$ cat config.mk
export PLATFORM = sky130hd
export DESIGN_NAME = xosera_bus_initiator
export DESIGN_NICKNAME = d
export VERILOG_FILES = /design/src/rtl/xosera_bus_initiator.sv
export SDC_FILE = /design/constraint.sdc
export NUM_CORES = 1
export LEC_CHECK = 0
export ABC_CLOCK_PERIOD_IN_PS = 5900
export BUFFER_PORTS_ARGS = -buffer_cell sky130_fd_sc_hd__buf_2
export CORE_MARGIN = 4
export CORE_UTILIZATION = 50
export CTS_CLUSTER_SIZE = 30
export DETAILED_ROUTE_END_ITERATION = 12
export HOLD_SLACK_MARGIN = 0.12
export PLACE_DENSITY = 0.78
export SYNTH_ARGS = -nofsm -noshare
export SYNTH_HDL_FRONTEND = slang
export SYNTH_SLANG_ARGS = --single-unit
export TNS_END_PERCENT = 50
$ cat constraint.sdc
create_clock -name clk -period 5.9 [get_ports clk]
set_input_delay 0 -clock clk [delete_from_list [all_inputs] [get_ports clk]]
set_output_delay 0 -clock clk [all_outputs]
set_load 0.01 [all_outputs]
$ cat src/rtl/xosera_bus_initiator.sv
// rtl/xosera_bus_initiator.sv - host-side master for the Xosera 8-bit register bus
// Splits 16-bit register requests into timed even/odd byte cycles with fully registered pins.
module xosera_bus_initiator #(
   parameter int SETUP_CLKS  = 1,
   parameter int STROBE_CLKS = 4,
   parameter int HOLD_CLKS   = 1
) (
   input  logic        clk,
   input  logic        reset_n_i,
   input  logic        req_valid_i,
   output logic        req_ready_o,
   input  logic        req_write_i,
   input  logic        req_word_i,
   input  logic        req_bytesel_i,
   input  logic [3:0]  req_reg_num_i,
   input  logic [15:0] req_data_i,
   output logic        rsp_valid_o,
   output logic [15:0] rsp_data_o,
   output logic        bus_cs_n_o,
   output logic        bus_rd_nwr_o,
   output logic        bus_bytesel_o,
   output logic [3:0]  bus_reg_num_o,
   output logic [7:0]  bus_data_o,
   output logic        bus_data_oe_o,
   input  logic [7:0]  bus_data_i
);

   typedef enum logic [1:0] {IDLE, SETUP, STROBE, HOLD} state_t;

   localparam logic [3:0] SETUP_LD  = 4'(SETUP_CLKS - 1);
   localparam logic [3:0] STROBE_LD = 4'(STROBE_CLKS - 1);
   localparam logic [3:0] HOLD_LD   = 4'(HOLD_CLKS - 1);

   state_t      state, state_n;
   logic [3:0]  cnt, cnt_n;
   logic        wr_q, wr_n;
   logic        word_q, word_n;
   logic        pend_q, pend_n;
   logic [15:0] dat_q, dat_n;
   logic        cs_n_n, rd_nwr_n, bytesel_n, oe_n, rsp_valid_n;
   logic [3:0]  reg_num_n;
   logic [7:0]  dout_n;
   logic [15:0] rsp_data_n;

   assign req_ready_o = (state == IDLE);

   always_ff @(posedge clk or negedge reset_n_i) begin
      if (!reset_n_i) begin
         state         <= IDLE;
         cnt           <= 4'd0;
         wr_q          <= 1'b0;
         word_q        <= 1'b0;
         pend_q        <= 1'b0;
         dat_q         <= 16'h0000;
         bus_cs_n_o    <= 1'b1;
         bus_rd_nwr_o  <= 1'b1;
         bus_bytesel_o <= 1'b0;
         bus_reg_num_o <= 4'd0;
         bus_data_o    <= 8'h00;
         bus_data_oe_o <= 1'b0;
         rsp_valid_o   <= 1'b0;
         rsp_data_o    <= 16'h0000;
      end else begin
         state         <= state_n;
         cnt           <= cnt_n;
         wr_q          <= wr_n;
         word_q        <= word_n;
         pend_q        <= pend_n;
         dat_q         <= dat_n;
         bus_cs_n_o    <= cs_n_n;
         bus_rd_nwr_o  <= rd_nwr_n;
         bus_bytesel_o <= bytesel_n;
         bus_reg_num_o <= reg_num_n;
         bus_data_o    <= dout_n;
         bus_data_oe_o <= oe_n;
         rsp_valid_o   <= rsp_valid_n;
         rsp_data_o    <= rsp_data_n;
      end
   end

   always_comb begin
      state_n     = state;
      cnt_n       = cnt;
      wr_n        = wr_q;
      word_n      = word_q;
      pend_n      = pend_q;
      dat_n       = dat_q;
      cs_n_n      = bus_cs_n_o;
      rd_nwr_n    = bus_rd_nwr_o;
      bytesel_n   = bus_bytesel_o;
      reg_num_n   = bus_reg_num_o;
      dout_n      = bus_data_o;
      oe_n        = bus_data_oe_o;
      rsp_valid_n = 1'b0;
      rsp_data_n  = rsp_data_o;

      case (state)
         IDLE: begin
            if (req_valid_i) begin
               wr_n      = req_write_i;
               word_n    = req_word_i;
               pend_n    = req_word_i;
               dat_n     = req_data_i;
               bytesel_n = ~req_word_i & req_bytesel_i;
               dout_n    = bytesel_n ? req_data_i[7:0] : req_data_i[15:8];
               rd_nwr_n  = ~req_write_i;
               oe_n      = req_write_i;
               reg_num_n = req_reg_num_i;
               cs_n_n    = 1'b1;
               cnt_n     = SETUP_LD;
               state_n   = SETUP;
            end
         end
         SETUP: begin
            if (cnt == 4'd0) begin
               cs_n_n  = 1'b0;
               cnt_n   = STROBE_LD;
               state_n = STROBE;
            end else begin
               cnt_n = cnt - 4'd1;
            end
         end
         STROBE: begin
            if (cnt == 4'd0) begin
               cs_n_n  = 1'b1;
               cnt_n   = HOLD_LD;
               state_n = HOLD;
               // capture on the edge that raises cs_n; byte reads zero the unused lane
               if (!wr_q) begin
                  if (!word_q)
                     rsp_data_n = 16'h0000;
                  if (bus_bytesel_o)
                     rsp_data_n[7:0] = bus_data_i;
                  else
                     rsp_data_n[15:8] = bus_data_i;
               end
            end else begin
               cnt_n = cnt - 4'd1;
            end
         end
         HOLD: begin
            if (cnt == 4'd0) begin
               if (pend_q) begin
                  pend_n    = 1'b0;
                  bytesel_n = 1'b1;
                  dout_n    = dat_q[7:0];
                  cnt_n     = SETUP_LD;
                  state_n   = SETUP;
               end else begin
                  oe_n        = 1'b0;
                  rd_nwr_n    = 1'b1;
                  rsp_valid_n = 1'b1;
                  state_n     = IDLE;
               end
            end else begin
               cnt_n = cnt - 4'd1;
            end
         end
         default: state_n = IDLE;
      endcase
   end

endmodule

==> metrics.md <==
| Metric | Value |
|---|---|
| Setup TNS Final | `0 ps` |
| Most frequent cells after synthesis | `dfrtp_1 (48), nand2_1 (33), mux2_2 (14)` |
| Syn Area/Cell | `11.46 sq um` |
| Type of origin of the critical path | `flip-flop` |
| Layout Area Growth over Synthesis | `33.41%` |
| Router iterations before antenna repair | `4` |
| Most common flop cell mapped by yosys | `dfrtp_1` |
| Post-DP HPWL | `approximately 3500 microns` |
| CP Capture Type | `flip-flop` |
| Asr flop ratio synth | `100.0%` |
| Yosys top cell area share | `approximately half` |
| Tcrit/Tclk final | `between 40 and 50%` |
| R2R Path Start | `cnt[0]$_DFFE_PN0P_` |
| Final Slew Violations | `0` |
| First-pass GRT wire length | `between 9000 and 10000 microns` |
| Hold Path Depth | `3` |
| CTS tree | `yes` |
| Register bit count reported by yosys | `50` |
| Vias in the first global route | `~2000` |
| Most frequent cell after synthesis | `dfrtp_1` |
| Slowest stage delay, CP | `about 660 ps` |
| Max VDD drop | `0.2347 mV` |
| H-tree levels | `2` |
| Initial Util | `between 50 and 60%` |
| Sequential cell area | `about 1300 sq um` |
| Fmax | `392.7 MHz` |
| Power per Cell Area | `~470 nW/um^2` |
| Worst R2R Setup Slack | `3350 ps` |
| FF-to-FF End | `rsp_data_o[3]$_DFFE_PN0P_` |
| Synth Net Count | `244` |
| Final Cell Area | `3103 sq um` |
| Yosys cell types | `38` |
| GPL Wtd Cong | `around 0.75` |
| Relative slew margins | `between 30% and 40%` |
| CP arrival | `about 2700 ps` |
| Worst path cell trace | `inv_1, ha_1, or3b_1, nor3b_4, o21ai_2, a32o_1` |
| Post-Synthesis Cell Area | `around 2300 sq um` |
| Clock Latency Late Sink | `310 ps` |
| Setup-failing EPs final | `0` |
| Clk network pwr share | `between 10% and 20%` |
| Cell Int Power | `between 0.9 and 1 mW` |
| FILL cells | `324` |
| Routed WL | `around 5400 microns` |
| Initial antenna violation count | `0` |
| Worst Hold Launch | `req_bytesel_i` |
| Sequential element share of the synthesized area | `about 54%` |
| Pleak | `between 1 and 1.5 nW` |
| Status | `complete, no violations` |
| Die area | `5807 sq um` |
| Final Hold Vio Count | `0` |
| DP Worst Slack | `around 3400 ps` |
| Routed Antenna Nets | `0` |
| Fin worst setup slack | `between 3000 and 4000 ps` |
| Die Ht | `about 76 microns` |
| Post-route DRC | `0` |
| Slowest CP cell | `nor3b_4` |
| Max Cap Violations | `0` |
| Clock sinks | `50` |
| Worst-path clk slew | `approximately 100 ps` |
| Post-synthesis cell count | `a little over 200` |
| Worst Path Class, Setup | `reg2reg` |
| Period minus WS final | `between 2000 and 3000 ps` |
| Routed len/inst | `~15 microns` |
| Comb pwr share | `about 43%` |
| Via Count | `between 1500 and 2000` |
| GRT Total Usage | `between 15 and 20%` |
| Unrepaired setup endpoints after global routing | `false` |
| Detailed Route Iter0 Violations | `~140` |
| N_diodes | `0` |
| Seq pwr share | `40.2%` |
| Worst R2R Path Depth | `6` |
| CORE AREA | `4414 sq um` |
| Drt via density | `~5.4` |
| CTS Root Cell | `clkbuf_8` |
| Final net count | `340` |
| Tightest Pin Transition | `between 900 and 1000 ps` |
| Hold endpoint | `bus_bytesel_o$_DFFE_PN0P_` |
| Synth area leaders | `dfrtp_1 (52%), mux2_2 (6.8%), nand2_1 (5.3%)` |
| Share of cells above drive strength 1 | `35.33%` |
| Max Buffers Root-to-Sink | `2` |
| Std-Cell Rows | `24` |
| Chip width | `between 70 and 80 microns` |
| Port bufs | `67` |
| Yosys top cell by area | `dfrtp_1` |
| Overflow after GRT | `0` |
| Net Sw Power | `around 0.55 mW` |
| Ys Warns | `0` |
| Number of flops mapped to enable cells by yosys | `0` |
| Area of the multi-input gates | `about 970 sq um` |
| IO Pins | `just under 70` |
| Largest net degree at the start of global routing | `just over 50` |
| CTS Buf Count | `5` |
| Critical Path RT | `6100 ps` |
| Clock skew after layout | `between 10 and 15 ps` |
| Maximum fanout along the worst path | `18` |
| Hold Crit Class | `in2reg` |
| Placed cell areas | `around 2700 sq um` |
| Switch share | `37.29%` |
[cell families (layout without fill, tap and decap cells)]
| family | count (synthesis) | in the layout | synth area share [%] |
|---|---|---|---|
| muxes | 14 | 14 | 6.778 |
| buffers and inverters | 19 | 116 | 4.196 |
| adders and majority gates | 7 | 7 | 3.765 |
| AOI/OAI and AO/OA | 51 | 51 | 18.18 |
| and+or+nand+nor | 62 | 62 | 13.18 |
| DFF | 50 | 50 | 53.90 |
[power groups by stage]
stage               combinational, mW  clock, mW  sequential (mW)
finish                          0.629      0.249            0.590
global route                    0.705      0.270            0.609
CTS                             0.633      0.254            0.588
detailed placement              0.616          0            0.594
global placement                0.602          0            0.590
floorplan                       0.415          0            0.611
[critical path: cells and delay by family, from the launching register on]
kind | cells | cell delay [ps]
flops | 1 | 430
simple gates | 2 | 1210
buf+inv | 1 | 70
fa+ha+maj | 1 | 210
compound gates | 2 | 530
[worst max path at each step]
stage                       startpoint  depth (start not counted)                        end  slack [ps]
detailed placement  cnt[0]$_DFFE_PN0P_                          6  rsp_data_o[3]$_DFFE_PN0P_        3370
global route        cnt[0]$_DFFE_PN0P_                          6  rsp_data_o[3]$_DFFE_PN0P_        3160
global placement    cnt[0]$_DFFE_PN0P_                          6  rsp_data_o[7]$_DFFE_PN0P_        3420
CTS                 cnt[0]$_DFFE_PN0P_                          6  rsp_data_o[3]$_DFFE_PN0P_        3360
floorplan           cnt[0]$_DFFE_PN0P_                          6  bus_data_o[0]$_DFFE_PN0P_        3880
finish              cnt[0]$_DFFE_PN0P_                          6  rsp_data_o[3]$_DFFE_PN0P_        3350
[layout make-up]
type / count / area share (%)
flip-flops and latches: 50 / 40.40
multi-input cells: 134 / 31.41
repair buffers: 100 / 21.37
clock buffers: 5 / 2.218
well taps: 52 / 2.097
clock inverters: 3 / 1.532
inverters: 8 / 0.9677
[metrics by stage]
stage / hold WS, ps / instances / utilization (%) / power (mW)
finish: 206.0 / 352 / 70.29 / 1.467
global route: 234.6 / 352 / 70.29 / 1.583
CTS: 189.7 / 352 / 70.29 / 1.475
global placement: 140.2 / 312 / 60.40 / 1.192
detailed placement: 140.7 / 312 / 60.40 / 1.210
floorplan: -295.6 / 203 / - / 1.026
[layout by cell type (no fill, tap or decap), drive strengths merged]
cell / count
a2111o: 1
a211oi: 1
a21oi: 8
a31oi: 1
a32o: 8
buf: 68
bufinv: 1
clkbuf: 5
clkinv: 1
dfrtp: 48
dfstp: 2
dlygate4sd3: 32
ha: 7
inv: 9
mux2: 14
nand2: 34
nand2b: 4
nand3: 8
nand4bb: 1
nor2: 5
nor2b: 2
nor3b: 1
nor4: 2
nor4b: 1
o21ai: 8
o221a: 9
o22a: 1
o22ai: 1
o2bb2ai: 9
o31a: 1
o31ai: 1
o41ai: 2
or3: 3
or3b: 1
[timing repair]
action                    in CTS  in global routing
resized for setup              0                  0
setup buffers                  0                  0
hold buffers                  32                  0
hold endpoints to repair      89                  0
[flip-flops by register name, indices dropped and copies added (netlist names), 2 cells and up]
signal,flops
state,2
cnt,4
bus_reg_num_o,4
dat_q,8
rsp_data_o,16
bus_data_o,8
[metal layers]
layer | track usage [%] | up-vias | wire length [microns]
met5 | 0 | - | 0
met1 | 25.10 | 903 | 2360
met4 | 4.196 | 0 | 63
li1 | - | 939 | -
met3 | 5.556 | 8 | 331
met2 | 32.62 | 61 | 2618
Note: power is estimated with default switching activity, not from simulation.
